<file path="src/rtl/control_pipe.sv">
// control_pipe: carries the decoded RISC-V control bundle from ID through the
// ID/EX, EX/MEM and MEM/WB registers. Detects RAW hazards (stall), inserts
// bubbles, squashes on a taken branch (flush) and optionally drives EX-stage
// forwarding selects.
//
// Build option: define CTRL_PIPE_FWD_EN to include the forwarding unit. The
// stall rule then covers load-use only. Without it, forwardA/forwardB are
// tied to 00 and any in-flight writer (EX, MEM, WB) stalls a dependent reader.
//
// Ports:
//   clk, rst_n                  clock, asynchronous active-low reset
//   branch..regWrite, ALUOp     ID-stage decoder outputs
//   idRs1/idRs2/idRd            ID instruction register fields
//   idUseRs1/idUseRs2           ID instruction really reads rs1/rs2
//   flush                       taken branch resolved in MEM; kill younger
//   ex*  / mem* / wb*           ID/EX, EX/MEM, MEM/WB register contents
//   stall                       combinational; PC and IF/ID hold
//   forwardA/forwardB           combinational EX operand selects
//                               (00 regfile, 10 EX/MEM, 01 MEM/WB)
module control_pipe (
  input  logic       clk,
  input  logic       rst_n,
  input  logic       branch,
  input  logic       memRead,
  input  logic       memToReg,
  input  logic       memWrite,
  input  logic       ALUSrc,
  input  logic       regWrite,
  input  logic [1:0] ALUOp,
  input  logic [4:0] idRs1,
  input  logic [4:0] idRs2,
  input  logic [4:0] idRd,
  input  logic       idUseRs1,
  input  logic       idUseRs2,
  input  logic       flush,
  output logic       exBranch,
  output logic       exMemRead,
  output logic       exMemWrite,
  output logic       exMemToReg,
  output logic       exALUSrc,
  output logic       exRegWrite,
  output logic [1:0] exALUOp,
  output logic [4:0] exRs1,
  output logic [4:0] exRs2,
  output logic [4:0] exRd,
  output logic       memBranch,
  output logic       memMemRead,
  output logic       memMemWrite,
  output logic       memMemToReg,
  output logic       memRegWrite,
  output logic [4:0] memRd,
  output logic       wbMemToReg,
  output logic       wbRegWrite,
  output logic [4:0] wbRd,
  output logic       stall,
  output logic [1:0] forwardA,
  output logic [1:0] forwardB
);

  localparam int unsigned REG_W   = 5;
  localparam int unsigned ALUOP_W = 2;

  typedef struct packed {
    logic               branch;
    logic               mem_read;
    logic               mem_write;
    logic               mem_to_reg;
    logic               alu_src;
    logic               reg_write;
    logic [ALUOP_W-1:0] alu_op;
    logic [REG_W-1:0]   rs1;
    logic [REG_W-1:0]   rs2;
    logic [REG_W-1:0]   rd;
  } idex_t;

  typedef struct packed {
    logic             branch;
    logic             mem_read;
    logic             mem_write;
    logic             mem_to_reg;
    logic             reg_write;
    logic [REG_W-1:0] rd;
  } exmem_t;

  typedef struct packed {
    logic             mem_to_reg;
    logic             reg_write;
    logic [REG_W-1:0] rd;
  } memwb_t;

  idex_t  id_bundle;
  idex_t  idex_q,  idex_d;
  exmem_t exmem_q, exmem_d;
  memwb_t memwb_q, memwb_d;

  logic hazard_ex, hazard_mem, hazard_wb;
  logic stall_raw;

  // RAW match of one ID source against one in-flight destination; x0 never matches.
  function automatic logic src_hit(input logic             use_src,
                                   input logic [REG_W-1:0] rs,
                                   input logic [REG_W-1:0] rd,
                                   input logic             wr);
    return use_src && (rs != REG_W'(0)) && (rs == rd) && wr;
  endfunction

  // Pack the ID-stage decoder outputs into one bundle
  always_comb begin
    id_bundle            = '0;
    id_bundle.branch     = branch;
    id_bundle.mem_read   = memRead;
    id_bundle.mem_write  = memWrite;
    id_bundle.mem_to_reg = memToReg;
    id_bundle.alu_src    = ALUSrc;
    id_bundle.reg_write  = regWrite;
    id_bundle.alu_op     = ALUOp;
    id_bundle.rs1        = idRs1;
    id_bundle.rs2        = idRs2;
    id_bundle.rd         = idRd;
  end

  // Per-stage hazard detection against the ID instruction's sources
  always_comb begin
    hazard_ex  = src_hit(idUseRs1, idRs1, idex_q.rd,  idex_q.reg_write)  ||
                 src_hit(idUseRs2, idRs2, idex_q.rd,  idex_q.reg_write);
    hazard_mem = src_hit(idUseRs1, idRs1, exmem_q.rd, exmem_q.reg_write) ||
                 src_hit(idUseRs2, idRs2, exmem_q.rd, exmem_q.reg_write);
    hazard_wb  = src_hit(idUseRs1, idRs1, memwb_q.rd, memwb_q.reg_write) ||
                 src_hit(idUseRs2, idRs2, memwb_q.rd, memwb_q.reg_write);
  end

`ifdef CTRL_PIPE_FWD_EN
  // Forwarding covers everything except a load still in EX
  assign stall_raw = hazard_ex && idex_q.mem_read;

  // EX operand select; the younger EX/MEM result beats MEM/WB
  function automatic logic [1:0] fwd_sel(input logic [REG_W-1:0] rs);
    logic [1:0] sel;
    sel = 2'b00;
    if (memwb_q.reg_write && (memwb_q.rd != REG_W'(0)) && (memwb_q.rd == rs))
      sel = 2'b01;
    if (exmem_q.reg_write && (exmem_q.rd != REG_W'(0)) && (exmem_q.rd == rs))
      sel = 2'b10;
    return sel;
  endfunction

  assign forwardA = fwd_sel(idex_q.rs1);
  assign forwardB = fwd_sel(idex_q.rs2);
`else
  // No bypass paths: wait until the writer has left WB
  assign stall_raw = hazard_ex || hazard_mem || hazard_wb;
  assign forwardA  = 2'b00;
  assign forwardB  = 2'b00;
`endif

  // A squash makes the held ID instruction irrelevant, so flush masks stall
  assign stall = stall_raw && !flush;

  // Next-state of the three stage registers: flush > stall > advance
  always_comb begin
    idex_d  = id_bundle;
    exmem_d = '0;
    memwb_d = '0;

    exmem_d.branch     = idex_q.branch;
    exmem_d.mem_read   = idex_q.mem_read;
    exmem_d.mem_write  = idex_q.mem_write;
    exmem_d.mem_to_reg = idex_q.mem_to_reg;
    exmem_d.reg_write  = idex_q.reg_write;
    exmem_d.rd         = idex_q.rd;

    // The branch in EX/MEM retires even on flush
    memwb_d.mem_to_reg = exmem_q.mem_to_reg;
    memwb_d.reg_write  = exmem_q.reg_write;
    memwb_d.rd         = exmem_q.rd;

    if (flush) begin
      idex_d  = '0;
      exmem_d = '0;
    end else if (stall_raw) begin
      idex_d  = '0;
    end
  end

  // Stage registers; reset loads bubbles everywhere
  always_ff @(posedge clk or negedge rst_n) begin
    if (!rst_n) begin
      idex_q  <= '0;
      exmem_q <= '0;
      memwb_q <= '0;
    end else begin
      idex_q  <= idex_d;
      exmem_q <= exmem_d;
      memwb_q <= memwb_d;
    end
  end

  assign exBranch    = idex_q.branch;
  assign exMemRead   = idex_q.mem_read;
  assign exMemWrite  = idex_q.mem_write;
  assign exMemToReg  = idex_q.mem_to_reg;
  assign exALUSrc    = idex_q.alu_src;
  assign exRegWrite  = idex_q.reg_write;
  assign exALUOp     = idex_q.alu_op;
  assign exRs1       = idex_q.rs1;
  assign exRs2       = idex_q.rs2;
  assign exRd        = idex_q.rd;

  assign memBranch   = exmem_q.branch;
  assign memMemRead  = exmem_q.mem_read;
  assign memMemWrite = exmem_q.mem_write;
  assign memMemToReg = exmem_q.mem_to_reg;
  assign memRegWrite = exmem_q.reg_write;
  assign memRd       = exmem_q.rd;

  assign wbMemToReg  = memwb_q.mem_to_reg;
  assign wbRegWrite  = memwb_q.reg_write;
  assign wbRd        = memwb_q.rd;

endmodule

</file>
<file path="config.mk">
export PLATFORM = sky130hd
export DESIGN_NAME = control_pipe
export DESIGN_NICKNAME = d
export VERILOG_FILES = /design/src/rtl/control_pipe.sv
export SDC_FILE = /design/constraint.sdc
export NUM_CORES = 1
export LEC_CHECK = 0
export ABC_AREA = 1
export BUFFER_PORTS_ARGS = -buffer_cell sky130_fd_sc_hd__buf_2
export CORE_ASPECT_RATIO = 0.5
export CORE_UTILIZATION = 53
export CTS_CLUSTER_DIAMETER = 40
export DETAILED_ROUTE_END_ITERATION = 7
export PLACE_DENSITY = 0.89
export SYNTH_ARGS = -nofsm -noshare
export SYNTH_HDL_FRONTEND = slang
export SYNTH_SLANG_ARGS = --single-unit
</file>
<file path="constraint.sdc">
create_clock -name clk -period 2.2 [get_ports clk]
set_input_delay 0.44 -clock clk [delete_from_list [all_inputs] [get_ports clk]]
set_output_delay 0.44 -clock clk [all_outputs]
set_load 0.01 [all_outputs]
</file>
======== After elaboration in Yosys (flattened, before gate mapping) ========
Cells that the tools add are included.
storage, ports and cells
  word-level logic and storage cells ...... 51
  input port bits ......................... 28
  bits in registers ....................... 40
  output and inout port bits .............. 45
operators by class
  reductions and logical operators ........ 23
  multiplexer cells ....................... 3
  equal/unequal tests ..................... 6
operator list
  cell                 count
  2-to-1 mux 23 bit    2
  equality test 5 bit  6
  logical AND 1 bit    15
  2-to-1 mux 10 bit    1
  nonzero test 5 bit   2
  logical OR 1 bit     5
  logical NOT 1 bit    1

======== Depth between registers and ports, before layout ========
  word-level depth ........................ 9
  gate-level depth with buffers ........... 12
  gate-level depth less buffers ........... 10

======== Worst setup path before layout ========
OpenSTA, ideal clock, no wires.
  path type ............................... input port to output port
  start point ............................. input idRs1[4]
  end point ............................... output stall
  slack ................................... 0.473 ns
  data arrival time ....................... 1.287 ns
  buffers on the path ..................... 1
  data required time ...................... 1.760 ns
  cell stages on the path ................. 8
  cell sequence ........................... buf_2 xnor2_1 nand2_1 nor2_1 nand3_2 nand2_2 nor2_4 a21oi_1
on the way
  longest elaborated chain between the ends .. 8
  elaborated cells between the ends (all ways) .. 17
  classes of those cells .................. eq/ne: 3; reduce/logical: 14
RTL lines
  what                                 line      text
  start, declared                      30        input logic [4:0] idRs1,
  nonzero test 5 bit                   104       return use_src && (rs != REG_W'(0)) && (rs == rd) && wr;
  logical AND 1 bit (3 in series)      104
  logical OR 1 bit (on tied branches)  124, 126
  logical OR 1 bit                     151       assign stall_raw = hazard_ex || hazard_mem || hazard_wb;
  logical OR 1 bit (*)                 151
  logical AND 1 bit (*)                157       assign stall = stall_raw && !flush;
  end, declared                        55        output logic stall,
Every way passes the cells marked *; elsewhere a longest branch is shown, timed or not.

======== Final worst setup path ========
  start point ............................. register exmem_q (netlist bit memRd[1])
  end point ............................... output stall
on the way
  longest elaborated chain between the ends .. 7
  elaborated cells between the ends (all ways) .. 10
  classes of those cells .................. eq/ne: 2; reduce/logical: 8
RTL lines
  what                                line  text
  start, declared                     93    exmem_t exmem_q, exmem_d;
  start signal, assigned              193   exmem_q <= exmem_d;
  equality test 5 bit                 104
  logical AND 1 bit (2 in series)     104
  logical OR 1 bit (*)                126   hazard_mem = src_hit(idUseRs1, idRs1, exmem_q.rd, exmem_q.reg_write) ||
  logical OR 1 bit (*) (2 in series)  151
  logical AND 1 bit (*)               157
Marked as above.

==> reports/qor.csv <==
metric,value,unit
pre_cts_ws,0.1989,ns
slowest_delay,0.45,ns
final_common_cell,buf_2,
r2r_setup_slack,0.56,ns
groute.usage.overall,22.33,%
slowest_stage,dfrtp_1,
crit_chain,inv_1 > nand2_1 > nand2_1 > nand3_1 > nor2_1 > nand3_1 > nand2_2 > nor2_4 > a21oi_2 > buf_2,
final_nets,315,
synth_compound_area_share,0.4875,%
cap_viol_max_count,0,
vias,1590,
routed_wl,4344,µm
status,finished clean,
initial_core_util,57.58,%
portBuffers,68,
antenna_cells,0,
antenna_found_initial,0,
synthesis.area,2053,µm²
drc,0,
hpwl,3313,µm
die_h,46.01,µm
instances_no_fill,339,
critPathTopFamily,simple AND/OR/NAND/NOR gates,
tightest_slew,0.8620,ns
crit_path_end_kind,output pin,
synthAdderAreaFrac,0,%
ant_nets,0,
powerDensity,628.5,nW/µm²
io_pins,73,
setup_ws,0.1128,ns
yosys.area.top_type,dfrtp_1,
period_needed,2.087,ns
period_share,94.87,%
cts_tree,done,
rows,15,
clk-insertion-delay-late,0.30,ns
relSlewSlack,42.53,%
skew,0.005548,ns
post_cts_buffers,0,
clock.fmax,479.1,MHz
critical_path_arrival,1.65,ns
required,1.76,ns
startpoint_type,register,
place.gp.congestion,0.8867,
cts_root_buffer,clkbuf_8,
clockBufferDepth,2,
grt_max_degree,41,
synth.distinct_cells,22,
syn_to_final_growth,21.51,%
via_per_inst,4.690,
final_cell_mix,"buf_2 (68), nand2_1 (56), dfrtp_1 (40)",
synthCells,220,
irDropWorstVdd,328.0,µV
cts.clk_slew.worst_paths,0.08,ns
finalSetupViolCount,0,
grt_setup_unrepaired,true,
ctsHoldBuffers,0,
synthSimpleGateAreaFrac,31.75,%
synth_top_family_by_area,simple AND/OR/NAND/NOR gates,
cts_buffers,5,
gr-total-overflow,0,
die_area,4142,µm²
post-place-cells,331,
route.detailed.wl_per_inst,12.81,µm
coreArea,3566,µm²
drt-initial-drc-count,85,
drt_pre_antenna_iters,6,
cts_sinks,40,
cts_resized,0,
crit_type,reg2out,
synth_area_per_cell,9.333,µm²
synth_top_area_share,48.75,%
slew_violations,0,
yosysSeqAreaShare,48.75,%
die_w,90.02,µm
synth-xor-area-share,8.531,%
synthMuxAreaShare,0,%
htree_levels,2,
post-route-util,69.96,%
synthTopCellsByArea,"dfrtp_1 (49%), nor2_4 (12%), nand2_1 (10%), nor2_1 (4.9%), xor2_1 (4.7%)",
hold_violations,0,
crit_buf_inv,2,
yosysWarnings,0,
ys_seq_elements,40,
grt_pass1_wl,6865,µm
hold_class,in2async,
grt_pass1_vias,1565,
layout-drive-gt1-share,37.50,%
path_max_fanout,5,
leakage,1.362,nW
metrics by stage:
step | cell area (µm²) | power, mW | setup TNS [ns] | hold slack (ns)
2_1_floorplan | 2064 | 0.9685 | 0 | 0.1444
3_3_place_gp | 2391 | 1.056 | 0 | 0.3533
3_5_place_dp | 2391 | 1.063 | 0 | 0.3674
4_1_cts | 2489 | 1.589 | 0 | 0.2774
5_1_grt | 2495 | 1.646 | -0.01823 | 0.3115
6_report | 2495 | 1.568 | 0 | 0.2511
cells by family after synthesis:
kind of cell | Yosys count
flip-flops | 40
AO/OA/AOI/OAI | 2
buffers and inverters | 37
AND/OR/NAND/NOR | 120
XOR/XNOR | 20
other | 1
layer usage:
layer,global-route usage (%),share of wire [%]
met1,26.23,44
met4,10.00,1.6
met3,6.833,5.3
met5,0,0
met2,39.54,49
worst paths after layout:
| kind | start | endpoint | depth (start not counted) |
|---|---|---|---|
| hold / removal | rst_n | memMemWrite$_DFF_PN0_ | 1 |
| max in group asynchronous | rst_n | wbRd[2]$_DFF_PN0_ | 1 |
| setup reg to reg | memRd[1]$_DFF_PN0_ | exBranch$_DFF_PN0_ | 11 |
| min in group clk | branch | exBranch$_DFF_PN0_ | 3 |
| hold reg to reg | memMemToReg$_DFF_PN0_ | wbMemToReg$_DFF_PN0_ | 0 |
| setup / recovery | memRd[1]$_DFF_PN0_ | stall | 10 |
power by group:
part	switching (mW)	total, mW	leakage (nW)	internal [mW]
Clock	0.266	0.520	0.0434	0.254
Combinational	0.150	0.254	0.793	0.104
Sequential	0.0249	0.795	0.526	0.770
synthesized netlist by cell type (all sizes together):
library cell	count
dfrtp	40
xor2	11
a21oi	2
inv	23
nand2	60
conb	1
clkbuf	3
nand4	2
nand3	9
buf	11
nand3b	1
xnor2	9
nor2	48
registers in the layout, indices dropped and copies added (netlist names), 2 cells and up:
name and count:
exRd 5, exRs1 5, exRs2 5, memRd 5
wbRd 5, exALUOp 2
cell type report:
type,count,area (µm²)
fill,296,1071
sequential,40,1001
multi-input combinational,146,858.3
timing repair buffer,71,387.9
inverter,23,86.33
clock buffer,6,82.58
tap,51,63.81
clock inverter,2,15.01
Power figures use the tool's default switching activity.
